$ cat config.mk
export PLATFORM = sky130hd
export DESIGN_NAME = reset_release_sequencer
export DESIGN_NICKNAME = d
export VERILOG_FILES = /design/src/rtl/reset_release_sequencer.sv
export SDC_FILE = /design/constraint.sdc
export NUM_CORES = 1
export LEC_CHECK = 0
export CAP_MARGIN = 10
export CORE_ASPECT_RATIO = 2
export CORE_MARGIN = 2
export CORE_UTILIZATION = 24
export CTS_CLUSTER_SIZE = 28
export DETAILED_ROUTE_END_ITERATION = 12
export PLACE_DENSITY_LB_ADDON = 0.1
export SYNTH_ARGS = -nofsm -noshare
export SYNTH_HDL_FRONTEND = slang
export SYNTH_SLANG_ARGS = --single-unit
$ cat constraint.sdc
create_clock -name clk -period 2.9 [get_ports clk]
set_input_delay 0.58 -clock clk [delete_from_list [all_inputs] [get_ports clk]]
set_output_delay 0.58 -clock clk [all_outputs]
set_load 0.01 [all_outputs]
$ cat src/rtl/reset_release_sequencer.sv
// Reset generator: asserts all outputs asynchronously on rst, synchronises the release into clk,
// then releases rst_out[0..N-1] in index order after HOLD_CYCLES, spaced by STEP_CYCLES.
module reset_release_sequencer #(
    parameter int SYNC_STAGES = 2,
    parameter int NUM_OUTPUTS = 4,
    parameter int HOLD_CYCLES = 8,
    parameter int STEP_CYCLES = 4,
    parameter logic [NUM_OUTPUTS-1:0] ASSERT_VAL = {NUM_OUTPUTS{1'b1}}
) (
    input  logic                   clk,
    input  logic                   rst,
    input  logic                   sw_req,
    output logic [NUM_OUTPUTS-1:0] rst_out,
    output logic                   done
);

    localparam int MAX_CYC = (HOLD_CYCLES > STEP_CYCLES) ? HOLD_CYCLES : STEP_CYCLES;
    localparam int CNT_W   = (MAX_CYC > 1) ? $clog2(MAX_CYC) : 1;
    localparam int IDX_W   = (NUM_OUTPUTS > 1) ? $clog2(NUM_OUTPUTS) : 1;

    typedef enum logic [1:0] {
        S_SYNC = 2'd0,
        S_HOLD = 2'd1,
        S_STEP = 2'd2,
        S_DONE = 2'd3
    } state_t;

    state_t                 state_q, state_d;
    logic [CNT_W-1:0]       cnt_q, cnt_d;
    logic [IDX_W-1:0]       idx_q, idx_d;
    logic [NUM_OUTPUTS-1:0] rst_out_q, rst_out_d;
    logic                   done_q, done_d;
    logic [SYNC_STAGES-1:0] sync_q;
    logic                   rel_ok;

    // Chain is cleared by any rst pulse, however short, so release always re-synchronises.
    always_ff @(posedge clk or posedge rst) begin
        if (rst) begin
            sync_q <= '0;
        end else begin
            sync_q <= {sync_q[SYNC_STAGES-2:0], 1'b1};
        end
    end

    assign rel_ok = sync_q[SYNC_STAGES-1];

    always_ff @(posedge clk or posedge rst) begin
        if (rst) begin
            state_q   <= S_SYNC;
            cnt_q     <= '0;
            idx_q     <= '0;
            rst_out_q <= ASSERT_VAL;
            done_q    <= 1'b0;
        end else begin
            state_q   <= state_d;
            cnt_q     <= cnt_d;
            idx_q     <= idx_d;
            rst_out_q <= rst_out_d;
            done_q    <= done_d;
        end
    end

    always_comb begin
        state_d   = state_q;
        cnt_d     = cnt_q;
        idx_d     = idx_q;
        rst_out_d = rst_out_q;
        done_d    = done_q;
        case (state_q)
            S_SYNC: begin
                if (rel_ok) begin
                    state_d = S_HOLD;
                    cnt_d   = '0;
                end
            end
            S_HOLD: begin
                if (int'(cnt_q) >= HOLD_CYCLES - 1) begin
                    rst_out_d[0] = ~ASSERT_VAL[0];
                    idx_d        = '0;
                    cnt_d        = '0;
                    if (NUM_OUTPUTS == 1) begin
                        state_d = S_DONE;
                        done_d  = 1'b1;
                    end else begin
                        state_d = S_STEP;
                    end
                end else begin
                    cnt_d = cnt_q + CNT_W'(1);
                end
            end
            S_STEP: begin
                if (int'(cnt_q) >= STEP_CYCLES - 1) begin
                    for (int i = 0; i < NUM_OUTPUTS; i++) begin
                        if (i == int'(idx_q) + 1) begin
                            rst_out_d[i] = ~ASSERT_VAL[i];
                        end
                    end
                    idx_d = idx_q + IDX_W'(1);
                    cnt_d = '0;
                    if (int'(idx_q) + 1 >= NUM_OUTPUTS - 1) begin
                        state_d = S_DONE;
                        done_d  = 1'b1;
                    end
                end else begin
                    cnt_d = cnt_q + CNT_W'(1);
                end
            end
            S_DONE: begin
                // sw_req is only honoured here; a held request restarts once per completed sequence.
                if (sw_req) begin
                    state_d   = S_HOLD;
                    cnt_d     = '0;
                    idx_d     = '0;
                    rst_out_d = ASSERT_VAL;
                    done_d    = 1'b0;
                end
            end
            default: begin
                state_d = S_SYNC;
            end
        endcase
    end

    assign rst_out = rst_out_q;
    assign done    = done_q;

endmodule

# After elaboration in Yosys (flattened, before gate mapping)
# Cells that the tools add are included.
[word_totals] reg_bits=14 inputBits=3 output_inout_bits=5 elab_cells=70
[op_classes] addsub=3 magnitude_cmp=3 eq_ne=15 mux=28 n_reduce_logical=12
[op_table] cell="3-bit by 32-bit equality test with 1-bit output (first input constant)" count=2
[op_table] cell="2-bit by 32-bit equality test with 1-bit output (first input constant)" count=1
[op_table] cell="32-bit logical NOT" count=1
[op_table] cell="4-bit AND reduction" count=5
[op_table] cell="2-bit inequality test (second input constant)" count=9
[op_table] cell="2-bit 2-to-1 mux" count=8
[op_table] cell="3-bit 2-to-1 mux" count=4
[op_table] cell="3-bit one-hot mux with 4 select lines" count=1
[op_table] cell="5-bit AND reduction" count=2
[op_table] cell="1-bit 2-to-1 mux" count=8
[op_table] cell="4-bit 2-to-1 mux" count=2
[op_table] cell="2-bit one-hot mux with 4 select lines" count=1
[op_table] cell="3-bit by 2-bit greater-or-equal comparator with 1-bit output (second input constant)" count=2
[op_table] cell="2-bit one-hot mux with 3 select lines" count=1
[op_table] cell="3-bit one-hot mux with 2 select lines" count=1
[op_table] cell="2-bit equality test (second input constant)" count=2
[op_table] cell="2-bit by 1-bit adder with 3-bit output (second input constant)" count=1
[op_table] cell="3-bit by 1-bit adder with 3-bit output (second input constant)" count=1
[op_table] cell="3-bit greater-or-equal comparator (second input constant)" count=1
[op_table] cell="1-bit one-hot mux with 3 select lines" count=1
[op_table] cell="3-bit nonzero test" count=1
[op_table] cell="2-bit by 1-bit adder with 2-bit output (second input constant)" count=1
[op_table] cell="2-bit by 1-bit equality test with 1-bit output (second input constant)" count=1
[op_table] cell="2-bit logical NOT" count=1
[op_table] cell="3 further kinds" count=3

# Longest topological paths before layout
# Gate-level depths: netlist of the first run.
[depth] ltp_word=5 mapped_depth=7 mapped_depth_nobuf=6

# Worst setup path before layout of the first run
# Ideal clock, no wire load.
[synth_timing] path_kind="register to register" from="register cnt_q[0]" to="register state_q[1]" setup_ns=0.125 arrival_time_ns=1.713 required_time_ns=2.775 path_slack_ns=1.062 stages_incl_launch_ff=7 path_buffers=0 synth_period_minus_slack_ns=1.838 path_cell_list="dfrtp_1 > ha_1 > ha_1 > a211oi_1 > a32o_2 > or3_4 > mux2_4"
[synth_via] elab_chain_cells=3 word_cells_on_any_way=5 classes_between="2 x order compare; 2 x eq/ne; 1 x reduce/logical"
[synth_rtl] item="start: declaration" line_no="29" source="logic [CNT_W-1:0] cnt_q, cnt_d;"
[synth_rtl] item="start signal: assignment" line_no="56" source="cnt_q <= cnt_d;"
[synth_rtl] item="3-bit greater-or-equal comparator or 3-bit by 2-bit greater-or-equal comparator with 1-bit output (tied branches)" line_no="77, 92"
[synth_rtl] item="2-bit inequality test (no source line)"
[synth_rtl] item="5-bit AND reduction (no source line) (*)"
[synth_rtl] item="end signal: assignment" line_no="55" source="state_q <= state_d;"
[synth_rtl] item="end: declaration" line_no="28" source="state_t state_q, state_d;"
# Mark *: on every way between the ends. The rest lies on a longest branch, timed or not.
# A chain may end at the register's enable or synchronous reset.

# Final worst setup path of the first run
[layout_timing] from="input sw_req" to="register state_q[1]"
[layout_via] elab_chain_cells=2
[layout_rtl] item="start: declaration" line_no="12" source="input logic sw_req,"
[layout_rtl] item="2-bit inequality test (no source line)"
[layout_rtl] item="5-bit AND reduction (no source line)"
# No other way between the ends.

==> results of run 1 <==
-- Yosys cell counts, drive strengths merged --
cell    instances
ha             14
a211oi          1
conb            1
dfrtp          10
a31oi           3
nor2            4
a211o           1
nand3           5
dfstp           4
a21o            1
or3             2
or2             1
clkbuf          1
and2b           1
mux2i           3
nor4            1
o21ai           4
nand2           7
inv             9
o31ai           1
a21oi           5
a32o            1
nand2b          3
o21a            1
mux2            2
-- through the flow --
step | area (µm²) | hold slack [ns]
finish | 1046 | 0.3458
floorplan | 873.3 | 0.3312
CTS | 1046 | 0.3475
global route | 1046 | 0.3748
global placement | 1001 | 0.3348
detailed placement | 1001 | 0.3347
-- worst paths after layout --
| path | startpoint | endpoint | slack [ns] | cells past startpoint |
|---|---|---|---|---|
| min in group asynchronous | rst | state_q[1]$_DFFE_PP0P_ | 0.69 | 2 |
| min reg2reg | sync_q[0]$_DFF_PP0_ | sync_q[1]$_DFF_PP0_ | 0.35 | 0 |
| max in group asynchronous | rst | rst_out[0]$_DFFE_PP1P_ | 1.83 | 2 |
| max | sw_req | state_q[1]$_DFFE_PP0P_ | 0.79 | 5 |
| min | sync_q[0]$_DFF_PP0_ | sync_q[1]$_DFF_PP0_ | 0.35 | 0 |
| max reg2reg | state_q[0]$_DFFE_PP0P_ | state_q[1]$_DFFE_PP0P_ | 0.85 | 5 |
-- registers in the layout (all words and copies together) (netlist names) --
signal   cells
idx_q        2
sync_q       2
done         1
cnt_q        3
state_q      2
rst_out      4
-- metal layers --
metal	vias to the layer above	GRT usage (%)
li1	313	-
met1	297	9.601
met2	3	21.72
met3	2	1.212
met4	0	5.303
met5	-	0
-- area by class of cell --
class / count / area share, %
multi-input combinational: 62 / 45.93
sequential: 14 / 33.97
timing repair buffer: 7 / 6.699
tap: 49 / 5.861
clock buffer: 4 / 4.306
inverter: 9 / 3.230
-- where the power goes --
part / internal, W / switching (W)
logic: 0.000254 / 0.000266
registers: 0.000278 / 0.0000601
clock network: 0.0000969 / 0.0000640
total: 0.000629 / 0.000390
-- kinds of logic after synthesis --
| logic type | after synthesis | share of synthesized area, % |
|---|---|---|
| muxes | 5 | 6.447 |
| other | 1 | 0.4294 |
| and+or+nand+nor | 24 | 14.18 |
| adders and majority gates | 14 | 20.06 |
| AOI/OAI and AO/OA | 18 | 13.90 |
| buffers and inverters | 10 | 4.297 |
| DFF | 14 | 40.69 |
==> run metrics, run 1 <==
io pins=8; synthesized area=873.3 µm²; worst-margin pin slew=0.5659 ns; final total power=~0.001 W; Worst setup EP type=register; Max stage delay cell, worst path=clkdlybuf4s50_1; Final Util=around 29%; depth of the CTS H-tree=1; post-synth cell types=27; met3 routed WL=20 µm; antenna violations before repair=0; kind of critical path=input port to register; syn nets=103; Final Non-Filler Cells=approximately 150; setup TNS=0 ns; Worst-path clk slew=around 0.06 ns; worst skew pair latency=0.24 ns; Post-CTS Setup Inserts=0; global-route usage over all layers=a little over a tenth; Die W=46.66 µm; CTS tree=done; wl on met1=627 µm; Initial Utilization=24.47%; # resized after CTS=0; Worst setup SP type=input port; Yosys warning count=0; Slew Limit Fails=0; DP Cell Count=about 140; final hold violations=0; most frequent cells in the layout=14 x ha_1, 10 x dfrtp_1, 9 x inv_1; port bufs=7; diode count=0; RSZ-0062 raised after global routing=false; CP top delay family=simple AND/OR/NAND/NOR gates; clock sink total=14; area of the multi-input gates=a little under 500 µm²; Max-Cap Viols=0; Layout Area Growth over Synthesis=19.77%; grt ovf=0; final worst setup slack=slightly below 0.8 ns; register area=355.3 µm²; maximum fanout along the worst path=7; sequential share of the synthesized area=roughly two fifths; clock skew=approximately 0.0061 ns; wire per inst=13.10 µm; drt first pass iters=4; flops & latches, synth=14; top cells by area, synth=dfrtp_1 29%, ha_1 20%, dfstp_2 12%; Slew HR=62.23%; commonest non-fill, non-tap cell in the layout=ha_1; vias in the first global route=roughly 660; met2 WL=around 1.2 mm; Final Setup Violations=0; total vias in the final route=615; DRC violations left=0; status=completed; CP required=3.03 ns; HPWL Detailed=~1.6 mm; Root Buffer=clkbuf_8; pin count of the biggest net entering global routing=15; FP Rows=31; # nets final=114; proportion of layout cells with a drive suffix above 1=between 10% and 20%; number of buffers created by CTS=3; Max IR drop VDD=0.3696 mV; Top Metal Used=met4; cts hold-fix bufs=0; Final min period=2.113 ns; Peak Freq=roughly 470 MHz; DR iter-0 viols=13; pwr dens=975.1 nW/µm²; hold crit path type=register to register; DIE AREA=4167 µm²; Yosys top cell by area=dfrtp_1; Data arrival, critical path=2.24 ns; area share of the largest cell type after synthesis=between 20 and 30%; Buf+Inv Stages, Crit Path=1; Tcrit/Tclk final=72.84%; Post-Place Setup Slack=0.5331 ns; syn avg cell area=approximately 10 µm²; CP Cell Sequence=clkdlybuf4s50_1, and2b_1, a21o_4, or3_4, mux2_4; Static Leak=0.4831 nW; die extent in y=89.31 µm; remaining antenna violation count=0; global-route wire length before repair=3.056 mm; fill cell count=400; maximum root-to-sink buffer count=2; core area=3568 µm²; CP max stage delay=0.54 ns; GP Congestion=0.7130; final WL=approximately 1.9 mm; post-synthesis cell count=86; Via density=4.241
Note: power is estimated with default switching activity, not from simulation.
==> run 2, diff against run 1 <==
==> constraint.sdc (replaced) <==
create_clock -name clk -period 2.2 [get_ports clk]
set_input_delay 0.44 -clock clk [delete_from_list [all_inputs] [get_ports clk]]
set_output_delay 0.44 -clock clk [all_outputs]
set_load 0.01 [all_outputs]
==> run metrics, run 2 (synthesized netlist as in run 1, its figures left out) <==
vias in the first global route=749; final WL=1.903 mm; global-route usage over all layers=between 10% and 20%; Worst setup EP type=register; clock skew=between 0.003 and 0.004 ns; Tcrit/Tclk final=90.86%; Slew HR=62.46%; depth of the CTS H-tree=1; max FFs per register=4; Final Setup Violations=0; Post-Place Setup Slack=roughly 0.096 ns; kind of critical path=register to register; remaining antenna violation count=0; core area=3568 µm²; register area=355.3 µm²; Post-CTS Setup Inserts=0; total vias in the final route=647; most frequent cells in the layout=14 x ha_1, 10 x dfrtp_1, 9 x inv_1; worst skew pair latency=~0.24 ns; DIE AREA=4167 µm²; grt ovf=0; Root Buffer=clkbuf_8; fill cell count=about 400; clock sink total=14; # resized after CTS=0; Data arrival, critical path=2.13 ns; Layout Area Growth over Synthesis=24.36%; wire per inst=12.77 µm; Static Leak=0.5094 nW; final hold violations=0; Max IR drop VDD=0.4666 mV; Final Util=30.43%; pin count of the biggest net entering global routing=15; final worst setup slack=0.2010 ns; Initial Utilization=24.47%; antenna violations before repair=0; Die W=46.66 µm; Slew Limit Fails=0; pwr dens=1305 nW/µm²; status=completed; drt first pass iters=2; DRC violations left=0; worst-margin pin slew=0.5625 ns; diode count=0; hold crit path type=register to register; maximum root-to-sink buffer count=2; setup TNS=0 ns; die extent in y=around 89 µm; GP Congestion=0.7560; area of the multi-input gates=480.5 µm²; Worst setup SP type=register; FP Rows=31; RSZ-0062 raised after global routing=false; CP required=about 2.3 ns; Max-Cap Viols=0; DR iter-0 viols=7; Final min period=about 2.0 ns; io pins=8; HPWL Detailed=1.565 mm; commonest non-fill, non-tap cell in the layout=ha_1; Worst-path clk slew=0.06 ns; port bufs=7; Via density=about 4.3; number of buffers created by CTS=3; proportion of layout cells with a drive suffix above 1=19.00%; cts hold-fix bufs=0; # nets final=118; maximum fanout along the worst path=6; Peak Freq=500.3 MHz; global-route wire length before repair=3.263 mm; CTS tree=done
-- run 2: changes by cell type in the layout (fill, tap and decap cells not counted) --
cell and change:
buf_4 +4, clkbuf_1 -1, clkbuf_8 +1
-- run 2: final timing paths --
| check | cells after the start | start | endpoint | slack [ns] |
|---|---|---|---|---|
| hold reg to reg | 0 | sync_q[0]$_DFF_PP0_ | sync_q[1]$_DFF_PP0_ | 0.35 |
| min in group asynchronous | 2 | rst | state_q[0]$_DFFE_PP0P_ | 0.55 |
| setup reg to reg | 6 | cnt_q[0]$_DFFE_PP0P_ | state_q[1]$_DFFE_PP0P_ | 0.20 |
| setup / recovery | 6 | cnt_q[0]$_DFFE_PP0P_ | state_q[1]$_DFFE_PP0P_ | 0.20 |
| hold / removal | 0 | sync_q[0]$_DFF_PP0_ | sync_q[1]$_DFF_PP0_ | 0.35 |
| max in group asynchronous | 2 | rst | rst_out[3]$_DFFE_PP1P_ | 1.27 |
-- run 2: critical path, stage by stage (launching register included) --
cell and delay (ns):
dfrtp_1 0.44, ha_1 0.26, ha_1 0.20, a211oi_1 0.32
a32o_2 0.23, or3_4 0.15, mux2_4 0.29
-- run 2: metrics by stage --
stage	total power (W)	hold slack [ns]	instance area (µm²)	std cells
final	0.001418	0.3494	1086	149
after global routing	0.001533	0.3631	1086	149
after global placement	0.001185	0.3357	1031	145
after CTS	0.001443	0.3558	1086	149
after floorplan	0.0009199	0.3264	873.3	86
after detailed placement	0.001181	0.3410	1031	145
-- run 2: where the power goes --
group	internal [W]	total (W)	switching, W
registers	0.000367	0.000447	0.0000808
clock network	0.000158	0.000252	0.0000933
logic	0.000362	0.000719	0.000357
-- run 2: metal layers --
layer / part of all wire, % / track usage (%)
met5: 0 / 0
met4: 2.5 / 6.566
met3: 1.3 / 2.222
met2: 60 / 20.71
met1: 36 / 10.25
-- run 2: layout make-up --
class | instances | area share [%]
clock buffer | 4 | 5.069
timing repair buffer | 11 | 9.217
inverter | 9 | 3.111
tap | 49 | 5.645
multi-input combinational | 62 | 44.24
sequential | 14 | 32.72
